**config.mk**
```make
export PLATFORM = sky130hd
export DESIGN_NAME = gate_updown_counter_flat
export DESIGN_NICKNAME = d
export VERILOG_FILES = /design/src/rtl/gate_updown_counter_if.sv /design/src/rtl/gate_updown_counter.sv /design/src/flat_wrapper.sv
export SDC_FILE = /design/constraint.sdc
export NUM_CORES = 1
export LEC_CHECK = 0
export ABC_AREA = 1
export CORE_AREA = 2 2 39 41
export CTS_CLUSTER_DIAMETER = 80
export CTS_CLUSTER_SIZE = 25
export DETAILED_ROUTE_END_ITERATION = 10
export DIE_AREA = 0 0 41 43
export GPL_TIMING_DRIVEN = 0
export PLACE_DENSITY = 0.59
export RECOVER_POWER = 100
export SLEW_MARGIN = 10
export SYNTH_ARGS = -nofsm -noshare
export SYNTH_HDL_FRONTEND = slang
export SYNTH_SLANG_ARGS = --single-unit
```
**constraint.sdc**
```tcl
create_clock -name clk -period 1 [get_ports clk]
set_input_delay 0.3 -clock clk [delete_from_list [all_inputs] [get_ports clk]]
set_output_delay 0.3 -clock clk [all_outputs]
set_load 0.02 [all_outputs]
```
**src/rtl/gate_updown_counter_if.sv**
```systemverilog
// Handshake bundle for gate_updown_counter: control/load inputs plus
// the registered count, combinational terminal count and wrap pulse.
interface gate_updown_counter_if #(
    parameter int WIDTH = 4
);
    logic             en;
    logic             load;
    logic             dir;
    logic [WIDTH-1:0] din;
    logic [WIDTH-1:0] count;
    logic             tc;
    logic             wrap;

    modport master (output en, load, dir, din, input count, tc, wrap);
    modport slave  (input en, load, dir, din, output count, tc, wrap);
endinterface

```
**src/rtl/gate_updown_counter.sv**
```systemverilog
// gate_updown_counter: loadable up/down counter whose next-state path is
// built only from nand_gate / not_gate / and_gate cells, with one D flop
// per state bit. Ripple-carry incrementer/decrementer, NAND-built XOR and
// NAND-built load mux per bit.
// Optional build macro GATE_COUNTER_SATURATE_EN: saturate at all-ones/zero
// instead of wrapping; wrap then never asserts.
// The first clock edge after reset release is ignored (r_arm), so an edge
// that coincides with rst_n rising cannot disturb RESET_VAL.

module nand_gate (
    input  logic i_a,
    input  logic i_b,
    output logic o_y
);
    assign o_y = ~(i_a & i_b);
endmodule

module not_gate (
    input  logic i_a,
    output logic o_y
);
    assign o_y = ~i_a;
endmodule

module and_gate (
    input  logic i_a,
    input  logic i_b,
    output logic o_y
);
    assign o_y = i_a & i_b;
endmodule

module gate_dff #(
    parameter logic RV = 1'b0
) (
    input  logic clk,
    input  logic rst_n,
    input  logic i_d,
    output logic o_q
);
    // One storage bit, asynchronously forced to its reset value
    always_ff @(posedge clk or negedge rst_n) begin
        if (!rst_n) o_q <= RV;
        else        o_q <= i_d;
    end
endmodule

module gate_updown_counter #(
    parameter int               WIDTH     = 4,
    parameter logic [WIDTH-1:0] RESET_VAL = '0
) (
    input  logic                   clk,
    input  logic                   rst_n,
    gate_updown_counter_if.slave   bus
);
    logic [WIDTH-1:0] r_q;
    logic             r_wrap;
    logic             r_arm;

    logic             w_ndir, w_nload, w_en_nload;
    logic             w_en_arm, w_ld, w_nld, w_cnt_en;
    logic             w_tc, w_wrap_d;
    logic [WIDTH:0]   w_carry;
    logic [WIDTH-1:0] w_nq, w_s0, w_s1, w_sel, w_t;
    logic [WIDTH-1:0] w_x1, w_x2, w_x3, w_x;
    logic [WIDTH-1:0] w_m0, w_m1, w_d;

    // Arm flag: low through reset and the first edge after release
    gate_dff #(.RV(1'b0)) u_arm (.clk(clk), .rst_n(rst_n), .i_d(1'b1), .o_q(r_arm));

    not_gate u_ndir  (.i_a(bus.dir),  .o_y(w_ndir));
    not_gate u_nload (.i_a(bus.load), .o_y(w_nload));

    // Effective load / enable are held off until armed
    and_gate u_ld    (.i_a(bus.load), .i_b(r_arm), .o_y(w_ld));
    not_gate u_nld   (.i_a(w_ld),     .o_y(w_nld));
    and_gate u_enarm (.i_a(bus.en),   .i_b(r_arm), .o_y(w_en_arm));

    // Terminal count: carry out of the chain means the step would wrap
    and_gate u_tc0   (.i_a(bus.en),     .i_b(w_nload),        .o_y(w_en_nload));
    and_gate u_tc1   (.i_a(w_en_nload), .i_b(w_carry[WIDTH]), .o_y(w_tc));

`ifdef GATE_COUNTER_SATURATE_EN
    logic w_nend;
    // Kill the count step at the end value so the counter sticks there
    not_gate u_nend  (.i_a(w_carry[WIDTH]), .o_y(w_nend));
    and_gate u_sat   (.i_a(w_en_arm), .i_b(w_nend), .o_y(w_cnt_en));
    assign w_wrap_d = 1'b0;
`else
    assign w_cnt_en = w_en_arm;
    and_gate u_wrapd (.i_a(w_tc), .i_b(r_arm), .o_y(w_wrap_d));
`endif

    assign w_carry[0] = 1'b1;

    genvar i;
    generate
        for (i = 0; i < WIDTH; i++) begin : g_bit
            // Carry propagate select: q when counting up, ~q when down
            not_gate  u_nq (.i_a(r_q[i]), .o_y(w_nq[i]));
            nand_gate u_s0 (.i_a(bus.dir), .i_b(r_q[i]),  .o_y(w_s0[i]));
            nand_gate u_s1 (.i_a(w_ndir),  .i_b(w_nq[i]), .o_y(w_s1[i]));
            nand_gate u_s2 (.i_a(w_s0[i]), .i_b(w_s1[i]), .o_y(w_sel[i]));
            and_gate  u_c  (.i_a(w_carry[i]), .i_b(w_sel[i]), .o_y(w_carry[i+1]));

            // Toggle this bit when the chain reaches it and counting is on
            and_gate  u_t  (.i_a(w_carry[i]), .i_b(w_cnt_en), .o_y(w_t[i]));

            // q ^ t from four NANDs
            nand_gate u_x1 (.i_a(r_q[i]),  .i_b(w_t[i]),  .o_y(w_x1[i]));
            nand_gate u_x2 (.i_a(r_q[i]),  .i_b(w_x1[i]), .o_y(w_x2[i]));
            nand_gate u_x3 (.i_a(w_t[i]),  .i_b(w_x1[i]), .o_y(w_x3[i]));
            nand_gate u_x4 (.i_a(w_x2[i]), .i_b(w_x3[i]), .o_y(w_x[i]));

            // Load mux: din when loading, else the stepped/held value
            nand_gate u_m0 (.i_a(w_ld),    .i_b(bus.din[i]), .o_y(w_m0[i]));
            nand_gate u_m1 (.i_a(w_nld),   .i_b(w_x[i]),     .o_y(w_m1[i]));
            nand_gate u_m2 (.i_a(w_m0[i]), .i_b(w_m1[i]),    .o_y(w_d[i]));

            gate_dff #(.RV(RESET_VAL[i])) u_ff (
                .clk(clk), .rst_n(rst_n), .i_d(w_d[i]), .o_q(r_q[i])
            );
        end
    endgenerate

    // Wrap is last cycle's terminal count (load/hold clear it via tc)
    gate_dff #(.RV(1'b0)) u_wrap (.clk(clk), .rst_n(rst_n), .i_d(w_wrap_d), .o_q(r_wrap));

    assign bus.count = r_q;
    assign bus.tc    = w_tc;
    assign bus.wrap  = r_wrap;
endmodule

```
**src/flat_wrapper.sv**
```systemverilog
// flat-port wrapper written by rule: the top's interface ports become plain ports
module gate_updown_counter_flat 
#(
    parameter int               WIDTH     = 4,
    parameter logic [WIDTH-1:0] RESET_VAL = '0
)
  (clk, rst_n, bus_en, bus_load, bus_dir, bus_din, bus_count, bus_tc, bus_wrap);
  gate_updown_counter_if #(.WIDTH(WIDTH)) bus_i ();
  input  logic clk;
  input  logic rst_n;
  input wire logic [$bits(bus_i.en)-1:0] bus_en;
  input wire logic [$bits(bus_i.load)-1:0] bus_load;
  input wire logic [$bits(bus_i.dir)-1:0] bus_dir;
  input wire logic [$bits(bus_i.din)-1:0] bus_din;
  output wire logic [$bits(bus_i.count)-1:0] bus_count;
  output wire logic [$bits(bus_i.tc)-1:0] bus_tc;
  output wire logic [$bits(bus_i.wrap)-1:0] bus_wrap;
  assign bus_i.en = bus_en;
  assign bus_i.load = bus_load;
  assign bus_i.dir = bus_dir;
  assign bus_i.din = bus_din;
  assign bus_count = bus_i.count;
  assign bus_tc = bus_i.tc;
  assign bus_wrap = bus_i.wrap;
  gate_updown_counter #(.WIDTH(WIDTH), .RESET_VAL(RESET_VAL)) u_core (.clk(clk), .rst_n(rst_n), .bus(bus_i));
endmodule
```
After elaboration in Yosys (flattened, before gate mapping) --
Cells that the tools add are included.
Storage, ports and cells: output and inout bits 6, register bits after elaboration 6, input port bits 9, word-level logic and storage cells 104
Cells by class: bitwise operators 98
Operators by type and width (number):
- 1-bit bitwise AND | 51
- 1-bit NOT | 47

Longest topological paths before layout --
Gate-level depths: netlist of the first run.
depth in word-level cells 18, depth in mapped cells 8

Modules after synthesis --
A second synthesis of the first run with hierarchy kept.
Unflattened totals: cells, all modules 80, area total of the unflattened synthesis 427.9 sq um
By module, submodules not included:
- gate_dff | seq. area each 25.0 sq um, times used 6, cells each 1, area each 25.0 sq um
- nand_gate | seq. area each 0.0 sq um, times used 40, cells each 1, area each 3.8 sq um
- and_gate | seq. area each 0.0 sq um, times used 13, cells each 2, area each 7.5 sq um
- not_gate | seq. area each 0.0 sq um, times used 7, cells each 1, area each 3.8 sq um
- gate_updown_counter | seq. area each 0.0 sq um, times used 1, cells each 1, area each 3.8 sq um

Worst setup path after synthesis of the first run --
No wires, ideal clock.
path kind reg2out, from register u_core.g_bit[0].u_ff.o_q, to output port bus_tc, data arrival time 0.994 ns, required time 0.700 ns, path slack -0.294 ns, stages on the path, launching flop included 6, path buffers 0, path through dfrtp_1 > inv_1 > nand2_1 > a21oi_1 > nand2_1 > nor2_1
On the way: longest elaborated chain between the ends 9, elaborated cells on any way between the ends 11, those cells by class bitwise: 11
Ends and longest elaborated chain:
- start: declaration | line gate_updown_counter.sv:39 | output logic o_q
- start signal: assignment | line gate_updown_counter.sv:44 | else o_q <= i_d;
- 1-bit NOT | line gate_updown_counter.sv:22 | assign o_y = ~i_a;
- 1-bit bitwise AND | line gate_updown_counter.sv:15 | assign o_y = ~(i_a & i_b);
- 1-bit NOT | line gate_updown_counter.sv:15
- 1-bit bitwise AND * | line gate_updown_counter.sv:15
- 1-bit NOT * | line gate_updown_counter.sv:15
- 1-bit bitwise AND * (4 in a row) | line gate_updown_counter.sv:30 | assign o_y = i_a & i_b;
- end: declaration | line flat_wrapper.sv:16 | output wire logic [$bits(bus_i.tc)-1:0] bus_tc;
Mark *: on every way between the ends. The rest lies on a longest branch, timed or not.

Final worst setup path of the first run --
from register u_core.g_bit[1].u_ff.o_q, to output port bus_tc
On the way: longest elaborated chain between the ends 9, elaborated cells on any way between the ends 11, those cells by class bitwise: 11
Ends and longest elaborated chain (line):
- start: declaration | gate_updown_counter.sv:39
- start signal: assignment | gate_updown_counter.sv:44
- 1-bit NOT | gate_updown_counter.sv:22
- 1-bit bitwise AND | gate_updown_counter.sv:15
- 1-bit NOT | gate_updown_counter.sv:15
- 1-bit bitwise AND * | gate_updown_counter.sv:15
- 1-bit NOT * | gate_updown_counter.sv:15
- 1-bit bitwise AND * (4 in a row) | gate_updown_counter.sv:30
Marked as above.

==> results of run 1 <==
[timing repair]
| item | 4_1_cts | 5_1_grt |
|---|---|---|
| setup buffers | 5 | 5 |
| resized for setup | 43 | 17 |
| endpoints found under the setup margin | 11 | 10 |
| pin swaps | 1 | 3 |
[power groups by stage]
stage,sequential (W),clock [W],combinational [W]
after floorplan,0.000316,0,0.000233
after CTS,0.000314,0.000225,0.000453
after global routing,0.000322,0.000228,0.000562
final,0.000319,0.000209,0.000512
after detailed placement,0.000323,0,0.000359
after global placement,0.000323,0,0.000357
[cell usage after synthesis (all sizes together)]
| cell | number |
|---|---|
| inv | 8 |
| nor3b | 1 |
| nand2 | 21 |
| conb | 1 |
| o21ai | 3 |
| a21oi | 1 |
| nand3 | 7 |
| xor2 | 1 |
| buf | 4 |
| dfrtp | 6 |
| nor2 | 2 |
| xnor2 | 1 |
[flip-flops by register name, indices dropped and copies added, names as in the netlist]
signal,flops
u_core.u_wrap.o_q,1
u_core.g_bit.u_ff.o_q,4
u_core.u_arm.o_q,1
[metal layers]
metal,part of all wire,track usage,vias up
met5,0,0,-
met4,0.011,0.120,0
met3,0.040,0.0157,2
met2,0.51,0.144,9
met1,0.44,0.149,185
li1,-,-,218
[per-stage QoR]
stage               hold slack [ns]  setup TNS [ns]
floorplan                   0.00441          -0.185
global placement              0.550           -5.34
detailed placement            0.550           -5.42
CTS                           0.291           -2.11
global route                  0.390           -3.02
finish                        0.364           -2.41
[worst max-delay path, delay by kind of cell, from the launching register on]
family / cells / cell delay (ns)
flip-flops: 1 / 0.41
buffers and inverters: 3 / 0.25
AND/OR/NAND/NOR: 3 / 0.27
[worst paths after layout]
kind                       cells past startpoint  slack (ns)                  endpoint                      from
hold reg to reg                                1        0.58         u_core.u_wrap.o_q          u_core.u_arm.o_q
setup / recovery                               6       -0.47                    bus_tc  u_core.g_bit[1].u_ff.o_q
min in group clk                               1        0.58         u_core.u_wrap.o_q          u_core.u_arm.o_q
hold / removal                                 1        0.36  u_core.g_bit[0].u_ff.o_q                     rst_n
setup reg to reg                               8       -0.25  u_core.g_bit[3].u_ff.o_q  u_core.g_bit[0].u_ff.o_q
max in group asynchronous                      1        0.43  u_core.g_bit[3].u_ff.o_q                     rst_n
[cells by family after synthesis]
kind of cell | after synthesis
and+or+nand+nor | 31
other | 1
buffers and inverters | 12
AOI/OAI and AO/OA | 4
xor gates and xnor gates | 2
DFF | 6
[cell type report]
| class | instances | area (sq um) |
|---|---|---|
| fillers | 150 | 692 |
| well taps | 16 | 20.0 |
| flip-flops and latches | 6 | 150 |
| repair buffers | 24 | 231 |
| clock buffers | 3 | 22.5 |
| plain buffers | 2 | 18.8 |
| multi-input cells | 38 | 219 |
| inverters | 8 | 30.0 |
==> impl_metrics.ini, run 1 <==
[clocking]
cts_hold_repair.buffers = 0
cts_buffer_depth = 2
root_buffer = clkbuf_4
worst_skew_pair.late_latency_ns = 0.24
h-tree-depth = 1
cts_buffers = 3
cts_sinks = 6
cts.clk_slew.worst_paths_ns = 0.04
cts_tree = built

[sta]
min_period_ns = 1.47
fin_ws_ns = -0.468
skew_ns = 0.00238
drv_slew = 0
fmax_ghz = 0.681
hold_viol = 0
period_share = 1.47
rsz0062_at_grt = yes
setup_viol = 10

[power]
seq_power_share = 0.307
leakage_nw = 0.346
p_int_w = 0.000692
power_density_mw_per_mm2 = 1500
peakVddDrop_uv = 674
pwr-share-comb = 0.493
p_sw_frac = 0.335
pwr-share-clk = 0.201
p_total_w = 0.00104
power.net_switching_w = 0.000348

[critical_path]
crit_fanout = 4
worstSetupPathType = register to primary output
cp_data_required_time_ns = 0.70
slowest_delay_ns = 0.41
worst_setup_path_start_kind = register
path_cells = inv_1 > nand3_1 > nand2_2 > inv_2 > nor2_4 > buf_6
worstPathArrival_ns = 1.17
cp-end-kind = primary output
crit_slowest_cell = dfrtp_1

[routing]
postRouteAntennaNets = 0
totalWireLength_um = 845
dr_total_vias = 414
drc = 0
first_pass_iters = 3
wire_per_inst_um = 8.71
vias_per_cell = 4.27
drtIter0Drc = 4

[floorplanning]
die_w_um = 41
die_area_sq_mm = 0.00176
row_count = 14
start_util = 0.284
boundaryPins = 15
die_height_um = 43
fp.coreArea_sq_mm = 0.00138

[synthesis]
synthCells = 56
synth_top_family_by_area = simple AND/OR/NAND/NOR gates
synth_compound_area_frac = 0.0510
yosysSeqAreaShare = 0.382
yosys_warnings = 0
synth-xor-area-share = 0.0446
yosysTopAreaCell = dfrtp_1
syn_avg_cell_area_sq_um = 7.02
ys_seq_elements = 6
synthMuxAreaShare = 0
synth_cell_type_count = 15
synth_adder_area_share = 0
synthSimpleGateAreaFrac = 0.360
synth.area.top_cells = dfrtp_1, nand2_1, nand3_1, buf_4, inv_1
synth_top_area_frac = 0.382
syn_nets = 65
syn_area_sq_um = 393

[global_route]
grtUsageTotal = 0.113
grt_pass1_vias = 356
antenna_found_initial = 0
grt_max_degree = 7
grt_pass1_wl_um = 1310
grt_overflow = 0

[placed_design]
dp_slack_ns = -1.22
post-dp-hpwl_um = 590
finalWeightedCongestion = 0.647
io_buffer_count = 14
place_area_sq_um = 561
place_inst = 86

[layout]
final_cell_mix = nand2_1, buf_6, buf_4, nand2_2, dfrtp_1
nets = 92
layout_commonest_cell = nand2_1
diodes = 0
drive_above_1_share = 0.457
stdcell_count = 97
final_area_sq_um = 692
area_delta_synth_final_pct = 76.1
fin_util = 0.500

[run]
max-cap-violations = 0

[hold_path]
worstHoldPathType = input pin to asynchronous set/reset pin

[run_status]
violations = setup timing
outcome = finished with violations
(Power assumes the default switching activity.)
==> run 2: changes to the inputs <==
--- a/config.mk
+++ b/config.mk
@@ -12,9 +12,10 @@
 export DETAILED_ROUTE_END_ITERATION = 10
 export DIE_AREA = 0 0 41 43
 export GPL_TIMING_DRIVEN = 0
-export PLACE_DENSITY = 0.59
+export PLACE_DENSITY = 0.62
 export RECOVER_POWER = 100
 export SLEW_MARGIN = 10
 export SYNTH_ARGS = -nofsm -noshare
 export SYNTH_HDL_FRONTEND = slang
+export SYNTH_HIERARCHICAL = 1
 export SYNTH_SLANG_ARGS = --single-unit
==> run 2 against run 1 <==
  * The run still ends with setup timing left
  * Count of clock-buffer cells in the layout grew 1
  * Flip-flop and latch count is the same
  * Fmax shrank 15%
  * First-iteration DRC count grew 50%
  * Critical path type unchanged
  * Largest cell class unchanged
==> impl_metrics.ini, run 2 <==
[routing]
drc = 0
drtIter0Drc = 6
totalWireLength_um = 1040
wire_per_inst_um = 8.05
vias_per_cell = 3.78
first_pass_iters = 4
dr_total_vias = 487
postRouteAntennaNets = 0

[synthesis]
synthSimpleGateAreaFrac = 0.465
yosysSeqAreaShare = 0.351
ys_seq_elements = 6
synth_top_family_by_area = simple AND/OR/NAND/NOR gates
syn_avg_cell_area_sq_um = 5.35
synthCells = 80
synth_ff_type = dfrtp_1
synth_async_sr_flop_share = 1.00
synth_compound_area_frac = 0
yosysTopAreaCell = nand2_1
synthMuxAreaShare = 0
synth_adder_area_share = 0
synth-xor-area-share = 0
synth_edf_count = 0
synth_top_area_frac = 0.465
synthTopCellsByCount = nand2_1, inv_1, dfrtp_1
synth.area.top_cells = nand2_1, dfrtp_1, inv_1, conb_1
yosys_warnings = 6
syn_area_sq_um = 428
synth_most_common_cell = nand2_1
synth_cell_type_count = 4

[sta]
min_period_ns = 1.74
skew_ns = 0.00812
setup_viol = 10
hold_ws_ns = 0.357
drv_slew = 0
hold_viol = 0
fin_ws_ns = -0.736
fmax_ghz = 0.576
period_share = 1.74
rsz0062_at_grt = yes
fin_setup_tns_ns = -3.34

[clocking]
h-tree-depth = 1
cts_hold_repair.buffers = 0
cts.clk_slew.worst_paths_ns = 0.05
root_buffer = clkbuf_4
cts_buffers = 3
cts_buffer_depth = 2
cts_tree = built
cts_sinks = 6
worst_skew_pair.late_latency_ns = 0.25

[critical_path]
r2r_cells = 18
r2r-end = u_core/g_bit[2].u_ff/o_q
slowest_delay_ns = 0.42
worst_setup_path_start_kind = register
path_cells = inv_1 > nand2_1 > nand2_1 > nand2_1 > inv_2 > nand2_2 > inv_2 > nand2_2 > inv_2 > nand2_1 > inv_1 > nand2_1 > inv_2 > buf_6
worstPathArrival_ns = 1.44
ff2ff_setup_slack_ns = -0.56
r2r_start = u_core/g_bit[0].u_ff/o_q
crit_top_cell = nand2_1
crit_fanout = 5
crit_slowest_cell = dfrtp_2
timing.critical_path.to = bus_tc
cp_data_required_time_ns = 0.70
cp-end-kind = primary output
worstSetupPathType = register to primary output
crit_start = u_core/g_bit[0].u_ff/o_q

[floorplanning]
start_util = 0.309
row_count = 14
die_w_um = 41
fp.coreArea_sq_mm = 0.00138
die_area_sq_mm = 0.00176
die_height_um = 43
boundaryPins = 15

[placed_design]
finalWeightedCongestion = 0.658
post-dp-hpwl_um = 627
place_inst = 112
place_area_sq_um = 598
io_buffer_count = 14

[power]
power_density_mw_per_mm2 = 1140
p_total_w = 0.000882
peakVddDrop_uv = 687
leakage_nw = 0.493

[global_route]
grt_pass1_wl_um = 1440
grt_pass1_vias = 380
antenna_found_initial = 0
grt_max_degree = 7
grt_overflow = 0
grtUsageTotal = 0.124

[layout]
area_delta_synth_final_pct = 81.0
seq_area_sq_um = 154
drive_above_1_share = 0.389
fill_cells = 147
largest_reg_flops = 4
stdcell_count = 129
final_area_sq_um = 774
nets = 123
layout_commonest_cell = nand2_1
top_regs = u_core/g_bit.u_ff/o_q: 4 flops, u_core/u_arm/o_q: 1 flops, u_core/u_wrap/o_q: 1 flops
final_cell_mix = nand2_1, buf_6, inv_2, inv_1, nand2_2
diodes = 0
multiInputGateArea_sq_um = 233
regMostFlops = u_core/g_bit.u_ff/o_q

[run_status]
violations = setup timing
outcome = finished with violations

[hold_path]
worstHoldPathType = input pin to asynchronous set/reset pin

[run]
max-cap-violations = 0
## run 2: stage by stage
step | util | worst slack [ns]
finish | 0.560 | -0.736
global route | 0.560 | -0.859
CTS | 0.522 | -0.772
detailed placement | 0.432 | -1.47
global placement | 0.432 | -1.48
floorplan | - | -0.319
## run 2: timing repair
| item | 4_1_cts | 5_1_grt |
|---|---|---|
| setup buffers | 13 | 2 |
| resized for setup | 40 | 20 |
| setup endpoints to repair | 11 | 11 |
| pin swaps | 10 | 6 |
## run 2: per-layer routing
layer  routed length (um)  GRT usage  vias up
met3                   30     0.0157        4
met2                  520      0.169       10
met4                   31      0.120        0
li1                     -          -      283
met1                  456      0.158      190
met5                    0          0        -
## run 2: how the worst min path moves through the flow
stage | endpoint | slack [ns] | cells after the start
global placement | u_core/u_wrap/o_q | 0.49 | 2
finish | u_core/g_bit[2].u_ff/o_q | 0.36 | 1
global route | u_core/g_bit[2].u_ff/o_q | 0.37 | 1
CTS | u_core/g_bit[2].u_ff/o_q | 0.28 | 1
detailed placement | u_core/u_wrap/o_q | 0.48 | 2
floorplan | u_core/g_bit[0].u_ff/o_q | 0.004 | 0
## run 2: report_power, final
group | switching (W) | internal [W] | total [W]
Clock | 0.0000856 | 0.000151 | 0.000237
Combinational | 0.000158 | 0.000175 | 0.000334
Sequential | 0.0000373 | 0.000275 | 0.000312
Total | 0.000281 | 0.000601 | 0.000882
## run 2: kinds of logic after synthesis
logic type / count (synthesis)
buf+inv: 20
simple gates: 53
other cells: 1
flops: 6
## run 2: cell type report
type,count,area share
inverters,20,0.0969
clock buffers,4,0.0339
well taps,16,0.0258
flip-flops and latches,6,0.199
repair buffers,27,0.344
multi-input cells,56,0.300
## run 2: worst max-delay path, delay by kind of cell, from the launching register on
| kind | cells | cell delay (ns) |
|---|---|---|
| DFF | 1 | 0.42 |
| and+or+nand+nor | 7 | 0.32 |
| buffers and inverters | 7 | 0.44 |
==> run 3: changes to the inputs <==
--- a/config.mk
+++ b/config.mk
@@ -12,6 +12,7 @@
 export DETAILED_ROUTE_END_ITERATION = 10
 export DIE_AREA = 0 0 41 43
 export GPL_TIMING_DRIVEN = 0
+export HOLD_SLACK_MARGIN = 0.06
 export PLACE_DENSITY = 0.62
 export RECOVER_POWER = 100
 export SLEW_MARGIN = 10
==> results of run 3 <==
Same layout as run 2: the final DEF is identical, and so are final timing and power.
